### config.mk
export PLATFORM = sky130hd
export DESIGN_NAME = univ_shift_reg
export DESIGN_NICKNAME = d
export VERILOG_FILES = /design/src/rtl/shift_reg_pkg.sv /design/src/rtl/shift_reg_ctrl.sv /design/src/rtl/univ_shift_reg.sv
export SDC_FILE = /design/constraint.sdc
export NUM_CORES = 1
export LEC_CHECK = 0
export ABC_AREA = 1
export CELL_PAD_IN_SITES_DETAIL_PLACEMENT = 0
export CELL_PAD_IN_SITES_GLOBAL_PLACEMENT = 1
export CORE_ASPECT_RATIO = 2
export CORE_MARGIN = 8
export CORE_UTILIZATION = 26
export CTS_CLUSTER_DIAMETER = 80
export CTS_CLUSTER_SIZE = 24
export DETAILED_ROUTE_END_ITERATION = 8
export PLACE_DENSITY = 0.77
export SLEW_MARGIN = 25
export SYNTH_ARGS = -nofsm -noshare
export SYNTH_HDL_FRONTEND = slang
export SYNTH_SLANG_ARGS = --single-unit
### constraint.sdc
create_clock -name CLK -period 1.49 [get_ports CLK]
set_clock_uncertainty 0.1 [all_clocks]
set_input_delay 0.298 -clock CLK [delete_from_list [all_inputs] [get_ports CLK]]
set_output_delay 0.298 -clock CLK [all_outputs]
set_load 0.01 [all_outputs]
### src/rtl/shift_reg_pkg.sv
// shift_reg_pkg: operation encodings and controller states shared by the universal register
package shift_reg_pkg;
  localparam logic [2:0] M_HOLD = 3'd0;
  localparam logic [2:0] M_SHL  = 3'd1;
  localparam logic [2:0] M_SHR  = 3'd2;
  localparam logic [2:0] M_ROL  = 3'd3;
  localparam logic [2:0] M_ROR  = 3'd4;
  localparam logic [2:0] M_LOAD = 3'd5;
  localparam logic [2:0] M_CLR  = 3'd6;
  localparam logic [2:0] M_SET  = 3'd7;
  typedef enum logic {S_IDLE, S_BURST} state_t;
endpackage

### src/rtl/shift_reg_ctrl.sv
// shift_reg_ctrl: burst controller choosing which operation the datapath applies each edge
module shift_reg_ctrl
  import shift_reg_pkg::*;
#(
  parameter int CNT_W = 4
) (
  input  logic             CLK,
  input  logic             RST,
  input  logic             EN,
  input  logic             START,
  input  logic [2:0]       MODE,
  input  logic [CNT_W-1:0] COUNT,
  output logic             BUSY,
  output logic             DONE,
  output logic             op_valid,
  output logic [2:0]       op_sel
);
  state_t           state_q;
  logic [2:0]       op_q;
  logic [CNT_W-1:0] rem_q;
  logic             done_q;
  // IDLE latches a burst request; BURST counts down enabled ops and pulses DONE after the last one
  always_ff @(posedge CLK) begin
    if (RST) begin
      state_q <= S_IDLE;
      op_q    <= M_HOLD;
      rem_q   <= '0;
      done_q  <= 1'b0;
    end else if (state_q == S_IDLE) begin
      done_q <= EN && START && COUNT == '0;
      if (EN && START && COUNT != '0) begin
        op_q    <= MODE;
        rem_q   <= COUNT;
        state_q <= S_BURST;
      end
    end else begin
      done_q <= EN && rem_q == CNT_W'(1);
      if (EN) begin
        rem_q <= rem_q - 1'b1;
        if (rem_q == CNT_W'(1)) begin
          state_q <= S_IDLE;
          op_q    <= M_HOLD;
        end
      end
    end
  end
  assign BUSY     = state_q == S_BURST;
  assign DONE     = done_q;
  assign op_valid = BUSY ? EN : EN && !START;
  assign op_sel   = BUSY ? op_q : MODE;
endmodule

### src/rtl/univ_shift_reg.sv
// univ_shift_reg: WIDTH-bit universal shift/rotate/load register with counted-burst control
module univ_shift_reg
  import shift_reg_pkg::*;
#(
  parameter int WIDTH = 8,
  parameter int CNT_W = 4
) (
  input  logic             CLK,
  input  logic             RST,
  input  logic             EN,
  input  logic [2:0]       MODE,
  input  logic [WIDTH-1:0] D,
  input  logic             SIL,
  input  logic             SIR,
  input  logic             START,
  input  logic [CNT_W-1:0] COUNT,
  output logic [WIDTH-1:0] Q,
  output logic [WIDTH-1:0] QB,
  output logic             SOL,
  output logic             SOR,
  output logic             BUSY,
  output logic             DONE
);
  logic [WIDTH-1:0] q_q, q_d;
  logic             op_valid;
  logic [2:0]       op_sel;
  shift_reg_ctrl #(.CNT_W(CNT_W)) u_ctrl (
    .CLK(CLK), .RST(RST), .EN(EN), .START(START), .MODE(MODE), .COUNT(COUNT),
    .BUSY(BUSY), .DONE(DONE), .op_valid(op_valid), .op_sel(op_sel)
  );
  // next word for the selected operation; anything not selected holds
  always_comb begin
    q_d = q_q;
    if (op_valid)
      case (op_sel)
        M_SHL:   q_d = {q_q[WIDTH-2:0], SIL};
        M_SHR:   q_d = {SIR, q_q[WIDTH-1:1]};
        M_ROL:   q_d = {q_q[WIDTH-2:0], q_q[WIDTH-1]};
        M_ROR:   q_d = {q_q[0], q_q[WIDTH-1:1]};
        M_LOAD:  q_d = D;
        M_CLR:   q_d = '0;
        M_SET:   q_d = '1;
        default: q_d = q_q;
      endcase
  end
  // storage register
  always_ff @(posedge CLK) q_q <= RST ? '0 : q_d;
  assign Q   = q_q;
  assign QB  = ~q_q;
  assign SOL = q_q[WIDTH-1];
  assign SOR = q_q[0];
endmodule
Word level (Yosys, flattened, before mapping) --
Cells that the tools add are included.
Word-level totals: bits in registers 17, bits of input ports 21, output and inout bits 20, word-level logic and storage cells 45
Operators by class: $add $sub $neg 1, equality and inequality tests 10, muxes and demuxes 15, bitwise operators 1, reductions and logical operators 13
Operator list (number):
- $pmux 8 s7 | 1
- $mux 3 | 5
- $eq 3x3->1 const B | 4
- $mux 4 | 3
- $not 8->8 | 1
- $reduce_bool 7->1 | 1
- $eq 3x2->1 const B | 2
- $mux 1 | 6
- $logic_and 1x1->1 | 5
- $eq 4x1->1 const B | 1
- $logic_not 4->1 | 1
- $ne 2x2->1 const B | 2
- $reduce_and 2->1 | 2
- $reduce_bool 4->1 | 1
- $sub 4x1->4 const B | 1
- $eq 3x1->1 const B | 1
- $reduce_and 3->1 | 1
- $reduce_bool 2->1 | 1
- $logic_not 1->1 | 1

Depth between registers and ports, before layout --
Gate-level depths: netlist (run 1).
word-level depth 4, mapped depth 11, mapped depth without buffers 9

Modules after synthesis --
Synthesis (run 1) repeated with hierarchy kept, for this count alone.
Unflattened totals: cells, all modules 179, area, all modules 1261.2 sq um
By module, submodules not included:
- univ_shift_reg | times used 1, cells an instance 95, area an instance 651.9 sq um, seq. area each 160.2 sq um
- shift_reg_ctrl | times used 1, cells an instance 84, area an instance 609.3 sq um, seq. area each 180.2 sq um

Worst setup path after synthesis (run 1) --
Ideal clock, no wire load.
path kind register -> register, start reg u_ctrl.state_q, in the netlist u_ctrl.BUSY, end reg q_q[1], in the netlist Q[1], setup time 0.115 ns, arrival time 1.280 ns, required time 1.275 ns, setup slack -0.004 ns, cell stages (with the launch flop) 10, buffers on the path 2, clock period less this slack 1.494 ns, cell sequence dfxtp_1 > inv_2 > buf_6 > a21boi_1 > o21ai_2 > inv_2 > buf_6 > o21ai_0 > nor2_1 > nor2_1
Between the ends: cells in the longest elaborated chain, start to end 4, elaborated cells on any way between the ends 12, those cells by class eq/ne: 7; mux: 3; reduce/logical: 2
RTL lines:
- start, declared | line shift_reg_ctrl.sv:18 | state_t state_q;
- start signal, assigned | line shift_reg_ctrl.sv:25 | state_q <= S_IDLE;
- start signal, assigned | line shift_reg_ctrl.sv:34 | state_q <= S_BURST;
- start signal, assigned | line shift_reg_ctrl.sv:41 | state_q <= S_IDLE;
- $mux 3 | line shift_reg_ctrl.sv:50 | assign op_sel = BUSY ? op_q : MODE;
- $eq 3x3->1, or another cell as far along | line univ_shift_reg.sv:35 | case (op_sel)
- $reduce_bool 7->1 (no line)
- $reduce_and 2->1 (no line)
- end signal, assigned | line univ_shift_reg.sv:47 | always_ff @(posedge CLK) q_q <= RST ? '0 : q_d;
- end, declared | line univ_shift_reg.sv:24 | logic [WIDTH-1:0] q_q, q_d;
Parallel ways exist; a longest one is shown, timed or not. A chain may end at the register's enable or synchronous reset.

Worst setup path after layout (run 1) --
start reg u_ctrl.state_q, in the netlist u_ctrl.BUSY, end reg q_q[4], in the netlist Q[4]
The elaborated chain is that of the path after synthesis.

==> impl_results.md, run 1 <==
* Status: finished with violations
* Failing checks: setup timing
* Number of global-route vias before repair at 1441
* Syn. warnings at 0
* R2R Path Start: u_ctrl.BUSY
* Worst vdd ir at 0.4354 mV
* RSZ-0062 raised after global routing: yes
* Final core utilization at 45.32%
* Worst Hold Launch: COUNT[1]
* Slew Limit Headroom at 82.53%
* Yosys cell types at 27
* Pin count of the biggest net entering global routing at 10
* Max-slew violations at 0
* Hold WS at 0.3421 ns
* CP Launch Type: register
* Num rows at 34
* Floorplan die height at 108.8 um
* Most frequent cells in the layout: nand2_1 (32), buf_4 (25), inv_1 (24)
* Post-detail-place hpwl at 2.667 mm
* Design area at 1928 um^2
* DIE AREA at 6784 um^2
* Mapped Nets at 202
* H-tree Lvls at 1
* Critical path peak fanout at 7
* Clk_lat worst skew at 0.26 ns
* Cell mode on critical path: nand2_4
* Placed Area at 1712 um^2
* Syn-to-layout area delta at 72.37%
* CP Buf/Inv Count at 3
* Crit share post-route at 106.1%
* Ys flop type: dfxtp_1
* Initial core utilization at 26.29%
* CTS tree: yes
* Post-synthesis sequential area ratio at 30.43%
* Number of I/O port buffers at 40
* Leak at 0.9157 nW
* Die span in x at 62.38 um
* Setup ws final at -0.09150 ns
* CORE AREA at 4254 um^2
* Reg2reg setup slack at -0.09 ns
* Cell Area, Synth at 1119 um^2
* Post-synth ARST share at 0%
* # DRC at 0
* # nets final at 271
* DR vias at 1376
* Crit path arrival time at 1.64 ns
* Critical Path RT at 1.55 ns
* CTS Buffer Depth at 2
* EDFF count, synth at 0
* First-pass GRT wire length at 6.313 mm
* WHS Path Cells at 4
* P per Cell Area at 739.4 nW/um^2
* Worst hold path class: in2reg
* Max Clock Freq at 0.6323 GHz
* CP top delay family: buffers and inverters
* FF-to-FF End: Q[4]
* Initial DRC Count at 27
* Post-layout instance count excluding filler cells at 301
* Critical path, cell by cell: inv_6 > buf_6 > nand2_4 > nand2_4 > o21ai_4 > clkinvlp_4 > o21ai_1 > nor2_1
* Via density at 4.571
* Slowest cell on crit path: dfxtp_4
* Worst Tran Pin Value at 0.2593 ns
* Mean Syn Cell Area at 6.249 um^2
* GP Congestion at 0.8481
* Ant diodes at 0
* Root buffer cell: clkbuf_8
* Drt pass-1 iters at 4
* I/O pin count at 41
* Clock sinks at 17
* Share of layout cells above drive strength 1 at 25.91%
* Most common cell after layout, fill and taps aside: nand2_1
* Setup TNS at -0.5830 ns
* Final Hold Viols at 0
* Cells on worst reg2reg path at 8
* Antenna violations before repair at 0
* CTS Buf Count at 3
* Dpl cells at 288
* Worst setup EP type: register
* Total Routing Usage GR at 10.99%
* Fill count at 460
* Synth Register Bits at 17
* ANT nets after route at 0
* # setup viols final at 8
* Min cycle time layout at 1.582 ns
* Final wirelength at 3.806 mm
* Grt ovf at 0
* CTS clk-pin slew, worst paths at 0.07 ns
* Wire per inst at 12.64 um
* Hold worst-path end: u_ctrl.rem_q[1]
* Max_cap viols at 0
* Cells after synthesis at 179
* Crit Path Class: reg2reg
* Max incr delay on CP at 0.40 ns
report_power, final:
group	switching [mW]	internal, mW	leakage (nW)
sequential	0.0373	0.492	0.141
combinational	0.275	0.265	0.752
clock	0.167	0.190	0.0228
layout make-up:
| type | instances | area [um^2] | area share (%) |
|---|---|---|---|
| clock buffer | 4 | 45.04 | 2.336 |
| multi-input combinational | 127 | 706.9 | 36.66 |
| inverter | 28 | 112.6 | 5.840 |
| timing repair buffer | 70 | 643.1 | 33.35 |
| sequential | 17 | 345.3 | 17.91 |
| tap | 54 | 67.56 | 3.504 |
| timing repair inverter | 1 | 7.507 | 0.3894 |
state kept, by name, indices dropped and copies added, names as in the netlist:
name	flops
Q	8
u_ctrl.BUSY	1
u_ctrl.DONE	1
u_ctrl.op_q	3
u_ctrl.rem_q	4
cells in the mapped netlist (3+ instances only):
master / instances / area [um^2]
nand2_1: 39 / 146.4
a21oi_1: 5 / 25.02
buf_4: 3 / 22.52
inv_1: 24 / 90.09
dfxtp_1: 17 / 340.3
o21ai_1: 7 / 35.03
o21ai_0: 26 / 130.1
nor2_1: 23 / 86.33
inv_2: 4 / 15.01
nand3_1: 8 / 40.04
timing repair:
| action | 4_1_cts | 5_1_grt |
|---|---|---|
| pin swaps | 10 | 17 |
| buffers inserted | 4 | 4 |
| resized for setup | 37 | 24 |
| cloned | 1 | 0 |
| setup endpoints to repair | 29 | 15 |
| hold buffers | 0 | 0 |
logic make-up (layout without fill, tap and decap cells):
| family | Yosys count | in the layout | synth area share, % |
|---|---|---|---|
| flip-flops | 17 | 17 | 30.43 |
| AO/OA/AOI/OAI | 47 | 47 | 23.27 |
| adder cells (fa/ha/maj) | 2 | 2 | 2.237 |
| XOR/XNOR | 1 | 1 | 0.7831 |
| buffers and inverters | 35 | 103 | 14.20 |
| AND/OR/NAND/NOR | 77 | 77 | 29.08 |
worst max path at each step:
stage,depth (start not counted),slack [ns],from,end
after floorplan,9,0.08,u_ctrl.BUSY,Q[1]
after global placement,10,-0.32,MODE[0],Q[1]
after detailed placement,10,-0.38,MODE[0],Q[6]
after CTS,8,-0.04,u_ctrl.BUSY,Q[5]
after global routing,8,-0.17,u_ctrl.BUSY,Q[1]
final,8,-0.09,u_ctrl.BUSY,Q[4]
through the flow:
step / power [mW] / setup WS (ns)
detailed placement: 1.024 / -0.3816
finish: 1.426 / -0.09150
floorplan: 0.7762 / 0.08270
CTS: 1.386 / -0.03677
global placement: 1.023 / -0.3193
global route: 1.520 / -0.1658
metal layers:
layer	track usage, %	wire (um)	up-vias
met4	5.911	61	0
li1	-	-	708
met3	3.601	306	5
met1	12.46	1692	616
met5	0	0	-
met2	17.94	1745	47
worst register-to-register path, delay by kind of cell (launching register included):
family          cells  cell delay [ns]
compound gates      2             0.41
buf+inv             3             0.41
flops               1             0.40
simple gates        3             0.17
(Power assumes the default switching activity.)
==> run 2, diff against run 1 <==
Settings changed: CAP_MARGIN set to 15.
==> results of run 2 <==
Final layout, timing and power as in run 1 (identical DEF).
